**src/rtl/duck_round_controller.sv**
```systemverilog
// duck_round_controller: trigger detect, shot flash, hit test and per-round duck/shot scoring
module duck_round_controller #(
  parameter int SHOTS = 3,
  parameter int DUCK_SIZE = 64,
  parameter int FALL_FRAMES = 60,
  parameter int ESCAPE_FRAMES = 600,
  parameter int DUCKS_PER_ROUND = 10
) (
  input  logic       vga_clk,
  input  logic       Reset,
  input  logic       frame_start,
  input  logic       start,
  input  logic [7:0] MouseButtons,
  input  logic [9:0] BallX,
  input  logic [9:0] BallY,
  input  logic [9:0] Duck_X,
  input  logic [9:0] Duck_Y,
  output logic       shot_on,
  output logic [1:0] shot_count,
  output logic       duck_hit,
  output logic       duckresetSignal,
  output logic [1:0] Duck_color,
  output logic [3:0] hits,
  output logic [3:0] ducks_done,
  output logic       game_over
);
  localparam int EW = $clog2(ESCAPE_FRAMES + 2);
  localparam int FW = $clog2(FALL_FRAMES + 1);
  typedef enum logic [2:0] {IDLE, FLY, ARMED, FLASH, FALL, ESCAPE, NEXT, OVER} state_t;
  state_t state;
  logic btn, btn_d, hit_l, press, hit_now, shot_ok, fall_end;
  logic [7:0] lfsr;
  logic [EW-1:0] esc_cnt, esc_n;
  logic [FW-1:0] fcnt;
  logic [9:0] dx, dy;
  logic [1:0] color;
  logic [3:0] done_n;
  always_comb begin
    press = btn & ~btn_d;
    dx = BallX - Duck_X;
    dy = BallY - Duck_Y;
    hit_now = dx < 10'(DUCK_SIZE) && dy < 10'(DUCK_SIZE);
    shot_ok = press && shot_count < 2'(SHOTS);
    color = lfsr[1:0] == 2'd3 ? 2'd0 : lfsr[1:0];
    done_n = ducks_done == 4'd15 ? ducks_done : ducks_done + 4'd1;
    esc_n = esc_cnt + EW'(frame_start);
    fall_end = fcnt == FW'(FALL_FRAMES - 1);
  end
  always_ff @(posedge vga_clk) begin
    if (!Reset) begin
      state <= IDLE;
      shot_on <= 1'b0;
      shot_count <= '0;
      duck_hit <= 1'b0;
      duckresetSignal <= 1'b1;
      Duck_color <= '0;
      hits <= '0;
      ducks_done <= '0;
      game_over <= 1'b0;
      btn <= 1'b0;
      btn_d <= 1'b0;
      lfsr <= 8'hA5;
      hit_l <= 1'b0;
      esc_cnt <= '0;
      fcnt <= '0;
    end else begin
      btn <= MouseButtons == 8'd2;
      btn_d <= btn;
      lfsr <= {lfsr[6:0], lfsr[7] ^ lfsr[5] ^ lfsr[4] ^ lfsr[3]};
      case (state)
        IDLE, OVER: if (start) begin
          hits <= '0;
          ducks_done <= '0;
          shot_count <= '0;
          esc_cnt <= '0;
          hit_l <= 1'b0;
          Duck_color <= color;
          game_over <= 1'b0;
          duckresetSignal <= 1'b0;
          state <= FLY;
        end
        FLY: begin
          esc_cnt <= esc_n;
          if (shot_ok) begin
            shot_count <= shot_count + 2'd1;
            hit_l <= hit_now;
            state <= ARMED;
          end else if (esc_n >= EW'(ESCAPE_FRAMES)) state <= ESCAPE;
        end
        ARMED: if (frame_start) begin
          shot_on <= 1'b1;
          state <= FLASH;
        end
        FLASH: if (frame_start) begin
          shot_on <= 1'b0;
          if (hit_l) begin
            duck_hit <= 1'b1;
            hits <= hits == 4'd15 ? hits : hits + 4'd1;
            state <= FALL;
          end else state <= shot_count == 2'(SHOTS) ? ESCAPE : FLY;
        end
        FALL, ESCAPE: if (frame_start) begin
          fcnt <= fall_end ? '0 : fcnt + FW'(1);
          if (fall_end) begin
            duck_hit <= 1'b0;
            duckresetSignal <= 1'b1;
            state <= NEXT;
          end
        end
        NEXT: begin
          ducks_done <= done_n;
          shot_count <= '0;
          esc_cnt <= '0;
          hit_l <= 1'b0;
          Duck_color <= color;
          game_over <= done_n == 4'(DUCKS_PER_ROUND);
          duckresetSignal <= done_n == 4'(DUCKS_PER_ROUND);
          state <= done_n == 4'(DUCKS_PER_ROUND) ? OVER : FLY;
        end
      endcase
    end
  end
endmodule

```
**config.mk**
```make
export PLATFORM = sky130hd
export DESIGN_NAME = duck_round_controller
export DESIGN_NICKNAME = d
export VERILOG_FILES = /design/src/rtl/duck_round_controller.sv
export SDC_FILE = /design/constraint.sdc
export NUM_CORES = 1
export LEC_CHECK = 0
export CAP_MARGIN = 15
export CORE_MARGIN = 5
export CORE_UTILIZATION = 51
export DETAILED_ROUTE_END_ITERATION = 8
export PLACE_DENSITY_LB_ADDON = 0.1
export SLEW_MARGIN = 25
export SYNTH_ARGS = -nofsm -noshare
export SYNTH_HDL_FRONTEND = slang
export SYNTH_SLANG_ARGS = --single-unit
```
**constraint.sdc**
```tcl
create_clock -name vga_clk -period 2.2 [get_ports vga_clk]
set_input_delay 0.55 -clock vga_clk [delete_from_list [all_inputs] [get_ports vga_clk]]
set_output_delay 0.55 -clock vga_clk [all_outputs]
set_load 0.05 [all_outputs]
```
---- Word-level counts from Yosys, hierarchy flattened ----
Cells that the tools add are included.
word-level totals
  register bits after elaboration ......... 46
  input port bits ......................... 52
cells by class
  equality and inequality tests ........... 23
  bitwise logic cells ..................... 5
  add/sub/neg operators ................... 7
  multiplexer cells ....................... 42
  reduce and logical (&&, ||, !) cells .... 20
  magnitude comparators ................... 4
operators by type and width
  operator              number
  $mux 3                10
  $pmux 10 s3           1
  $lt 10x7->1 const B   2
  $mux 4                5
  $sub 10x10->10        2
  $pmux 3 s6            1
  $ne 2x2->1 const B    8
  $pmux 4 s2            2
  $eq 3x3->1 const B    4
  $eq 4x4->1 const B    3
  $add 10x1->10         1
  $ge 10x10->1 const B  1
  $mux 1                10
  $mux 10               1
  $reduce_and 5->1      2
  $add 4x1->4 const B   2
  $eq 8x2->1 const B    1
  $mux 2                4
  $reduce_bool 2->1     4
  $add 6x1->6 const B   1
  $eq 3x2->1 const B    2
  $eq 6x6->1 const B    1
  $mux 6                1
  $pmux 1 s2            3
  19 further kinds      29

---- Depth between registers and ports, before layout ----
  depth after elaboration ................. 5
  mapped depth ............................ 8
  gate-level depth less buffers ........... 8

---- Worst setup path after synthesis ----
OpenSTA, ideal clock, no wires.
  kind .................................... input to register
  from .................................... input port frame_start
  to ...................................... register state[2]
  setup time .............................. 0.124 ns
  required time ........................... 2.076 ns
  data arrival time ....................... 1.975 ns
  setup slack ............................. 0.101 ns
  stages on the path ...................... 7
  path through ............................ ha_1 ha_1 and3_2 and3_1 a211o_2 a21oi_1 a31oi_1
on the way
  longest elaborated chain between the ends .. 4
  elaborated cells between the ends (all ways) .. 7
ends and longest elaborated chain
  element                                line  text
  start: declaration                     11    input logic frame_start,
  $add 10x1->10                          46    esc_n = esc_cnt + EW'(frame_start);
  $ge 10x10->1                           88    end else if (esc_n >= EW'(ESCAPE_FRAMES)) state <= ESCAPE;
  $ne 3x3->1 (no source line)            n/a
  $reduce_and 6->1 (no source line) (*)  n/a
  end signal: assignment                 100   end else state <= shot_count == 2'(SHOTS) ? ESCAPE : FLY;
  end signal: assignment                 118   state <= done_n == 4'(DUCKS_PER_ROUND) ? OVER : FLY;
  end: declaration                       30    state_t state;
Every way passes the cells marked *; elsewhere a longest branch is shown, timed or not.
A chain may end at the register's enable or synchronous reset.

---- Worst setup path in the final report ----
  from .................................... input port Duck_Y[2]
  to ...................................... register hit_l
on the way
  longest elaborated chain between the ends .. 5
ends and longest elaborated chain
  element                 line  text
  start: declaration      17    input logic [9:0] Duck_Y,
  $sub 10x10->10          41    dy = BallY - Duck_Y;
  $lt 10x7->1             42    hit_now = dx < 10'(DUCK_SIZE) && dy < 10'(DUCK_SIZE);
  $logic_and 1x1->1       42
  $mux 1                  84    if (shot_ok) begin
  $pmux 1 s3              70    case (state)
  end signal: assignment  86    hit_l <= hit_now;
  end: declaration        31    logic btn, btn_d, hit_l, press, hit_now, shot_ok, fall_end;
Every way passes these cells. The select of a mux whose other input is x is not followed.

==> flow_metrics.env <==
export IMPL_run_status="complete, no violations"
export IMPL_drt_wirelength_per_cell_um=12.50
export IMPL_cts_hold_fix_buffers=0
export IMPL_timing_final_crit_share=0.9691
export IMPL_number_of_ports_placed_on_the_die_boundary=68
export IMPL_synth_flop_cell="sky130_fd_sc_hd__dfxtp_1"
export IMPL_grt_setup_unrepaired="true"
export IMPL_timing_final_setup_violations=0
export IMPL_edff_count_synth=0
export IMPL_areaGrowthSynthToFinish_pct=40.13
export IMPL_worstPathMaxFanout=3
export IMPL_grt_pass1_vias=2630
export IMPL_synthesis_warnings=0
export IMPL_report_final_hold_viol_count=0
export IMPL_setup_slack_ns=0.06802
export IMPL_crit_type="in2reg"
export IMPL_place_gp_congestion=0.8671
export IMPL_totalPowerFinal_uw=2655
export IMPL_drt_iter0_markers=148
export IMPL_critPathLaunch="Duck_Y[2]"
export IMPL_tritoncts="built"
export IMPL_seq_area_frac_synth=0.3090
export IMPL_n_antenna_cell=0
export IMPL_final_max_slew_violation_count=0
export IMPL_drt_wl_total_um=6788
export IMPL_grtUsageTotal=0.1789
export IMPL_max_clock_freq_mhz=469.0
export IMPL_clock_sinks=46
export IMPL_clk_latency_ns=0.31
export IMPL_drcViolationCount=0
export IMPL_worst_slew_pin_slew_ns=0.5212
export IMPL_place_port_buffers=67
export IMPL_crit_path_max_incr_delay_ns=0.45
export IMPL_min_delay_path_class="reg2reg"
export IMPL_maxCapViolations=0
export IMPL_r2r_start="state[2]"
export IMPL_syn_mean_instance_area_sq_um=7.990
export IMPL_antenna_found_initial=0
export IMPL_start_util=0.5315
export IMPL_syn_num_nets=448
export IMPL_hpwl_um=5281
export IMPL_final_nets=545
export IMPL_detail_route_vias_per_cell=5.413
export IMPL_proportion_of_synthesized_flip_flops_having_asynchronous_set_or_reset=0
export IMPL_r2r_cells=6
export IMPL_worst_case_register_to_register_setup_slack_ns=0.41
export IMPL_final_min_clock_period_ns=2.132
export IMPL_fp_dieArea_sq_mm=0.007473
export IMPL_hold_ws_ns=0.4194
export IMPL_final_util=0.7448
export IMPL_synthesis_instances=373
export IMPL_timing_critical_path_cells="clkdlybuf4s50_1, inv_1, ha_4, a21oi_2, o21ai_2, a311oi_2, xnor2_1, nor4_1, a41o_1"
export IMPL_clk_path_buf_depth=2
export IMPL_netlist_area_sq_mm=0.002980
export IMPL_finClkSkew_ns=0.01360
export IMPL_seq_area_sq_um=920.9
export IMPL_number_of_rows_created_at_floorplan=27
export IMPL_drive_gt1_frac=0.1699
export IMPL_placeableCoreArea_sq_mm=0.005608
export IMPL_endpoint="hit_l"
export IMPL_num_vias=2939
export IMPL_grt_overflow_total=0
export IMPL_multiInputGateArea_sq_mm=0.002034
export IMPL_dp_worst_setup_slack_ns=-0.4072
export IMPL_tritoncts_num_buffers=5
export IMPL_cp_required_ns=2.45
export IMPL_cts_reportedPaths_clkPinSlew_ns=0.08
export IMPL_cp_arrival_ns=2.38
export IMPL_antenna_violating_nets_post_route=0
export IMPL_critical_path_slowest_cell="sky130_fd_sc_hd__clkdlybuf4s50_1"
export IMPL_crit_reg2reg_capture="hit_l"
export IMPL_timing_max_slew_rel_slack=0.6515
export IMPL_critPathLaunchType="primary input"
export IMPL_depth_of_the_cts_h_tree=2
export IMPL_cts_root_buffer_cell="sky130_fd_sc_hd__clkbuf_8"
export IMPL_grt_max_degree=17
export IMPL_mostFrequentLayoutCells="64 x sky130_fd_sc_hd__clkdlybuf4s50_1, 46 x sky130_fd_sc_hd__dfxtp_1, 39 x sky130_fd_sc_hd__nand2_1"
export IMPL_setup_worst_path_end_class="flop"
export IMPL_mostFrequentLayoutCell="sky130_fd_sc_hd__clkdlybuf4s50_1"
export IMPL_global_route_wire_length_before_repair_um=11150
export IMPL_die_h_um=86.45
export IMPL_synthDistinctLibCells=58
export IMPL_leakage_uw=0.001698
export IMPL_power_density_cell_area_mw_per_mm2=635.6
export IMPL_synth_seq_cells=46
export IMPL_drtPass1Iterations=5
export IMPL_die_boundary_width_um=86.45
export IMPL_fillCellCount=449
export IMPL_irDropWorstVdd_mv=0.3973
-- repair_timing --
item	in CTS	in global routing
setup buffers	0	1
resized for setup	11	23
pin swaps	4	10
setup endpoints to repair	3	4
hold endpoints to repair	0	0
-- logic make-up (layout without fill, tap and decap cells) --
family	count (synthesis)	after routing	synth area share
and+or+nand+nor	150	150	0.2708
AOI/OAI and AO/OA	93	93	0.1965
adders and majority gates	23	23	0.09656
xor gates and xnor gates	19	19	0.05584
buffers and inverters	39	137	0.06129
muxes	3	3	0.01008
DFF	46	46	0.3090
-- through the flow --
step,std cells,instance area [sq um],setup TNS (ns)
after floorplan,373,2980,0
after global placement,534,3916,-1.571
after detailed placement,534,3916,-1.821
after CTS,542,4058,0
after global routing,543,4177,-0.04013
final,543,4177,0
-- routing by layer --
layer | track usage | up-vias | part of all wire
li1 | - | 1505 | -
met1 | 0.2136 | 1334 | 0.44
met2 | 0.3199 | 91 | 0.47
met3 | 0.04183 | 9 | 0.076
met4 | 0.04674 | 0 | 0.014
met5 | 0 | - | 0
-- synth_stat cells, types with 4 or more instances --
| cell | instances | share of area |
|---|---|---|
| sky130_fd_sc_hd__nor3_1 | 6 | 0.010 |
| sky130_fd_sc_hd__nand4_1 | 7 | 0.015 |
| sky130_fd_sc_hd__and2_1 | 10 | 0.021 |
| sky130_fd_sc_hd__a31oi_1 | 5 | 0.010 |
| sky130_fd_sc_hd__xnor2_1 | 9 | 0.026 |
| sky130_fd_sc_hd__nor2_1 | 23 | 0.029 |
| sky130_fd_sc_hd__a21boi_0 | 4 | 0.010 |
| sky130_fd_sc_hd__nand3_1 | 14 | 0.024 |
| sky130_fd_sc_hd__inv_1 | 26 | 0.033 |
| sky130_fd_sc_hd__xor2_1 | 10 | 0.029 |
| sky130_fd_sc_hd__nand2_1 | 41 | 0.052 |
| sky130_fd_sc_hd__nand2b_1 | 7 | 0.015 |
| sky130_fd_sc_hd__o21ai_0 | 22 | 0.037 |
| sky130_fd_sc_hd__a21oi_1 | 29 | 0.049 |
| sky130_fd_sc_hd__dfxtp_1 | 46 | 0.31 |
| sky130_fd_sc_hd__nand3b_1 | 4 | 0.010 |
| sky130_fd_sc_hd__clkbuf_1 | 6 | 0.0076 |
| sky130_fd_sc_hd__and3_1 | 4 | 0.0084 |
| sky130_fd_sc_hd__buf_6 | 4 | 0.015 |
| sky130_fd_sc_hd__nor2b_1 | 16 | 0.034 |
| sky130_fd_sc_hd__o211ai_1 | 4 | 0.010 |
| sky130_fd_sc_hd__ha_1 | 23 | 0.097 |
-- area by class of cell --
cell class | count | share of cell area
Sequential cell | 46 | 0.2205
Clock inverter | 3 | 0.005093
Inverter | 26 | 0.02337
Multi-Input combinational cell | 288 | 0.4871
Timing Repair Buffer | 103 | 0.2259
Tap cell | 72 | 0.02157
Clock buffer | 5 | 0.01648
-- registers in the layout (all words and copies together) (netlist names), 2 cells and up --
| register | cells |
|---|---|
| state | 3 |
| hits | 4 |
| Duck_color | 2 |
| ducks_done | 4 |
| lfsr | 8 |
| shot_count | 2 |
| fcnt | 6 |
| esc_cnt | 10 |
-- worst max-delay path, delay by kind of cell --
kind / cells / cell delay (ns)
AND/OR/NAND/NOR: 1 / 0.26
adder cells (fa/ha/maj): 1 / 0.22
buffers and inverters: 2 / 0.51
XOR/XNOR: 1 / 0.11
AO/OA/AOI/OAI: 4 / 0.72
-- power breakdown --
| group | total [uW] | internal [uW] | switching [uW] |
|---|---|---|---|
| registers | 1000 | 895 | 107 |
| clock network | 527 | 224 | 304 |
| logic | 1130 | 535 | 590 |
-- worst min-delay path by stage --
stage | slack, ns | to | depth (start not counted) | from
after CTS | 0.42 | lfsr[7] | 1 | lfsr[6]
after global routing | 0.44 | lfsr[7] | 1 | lfsr[6]
after detailed placement | 0.40 | lfsr[7] | 1 | lfsr[6]
final | 0.42 | lfsr[7] | 1 | lfsr[6]
after global placement | 0.39 | lfsr[7] | 1 | lfsr[6]
after floorplan | 0.39 | lfsr[7] | 1 | lfsr[6]
Note: power is estimated with default switching activity, not from simulation.
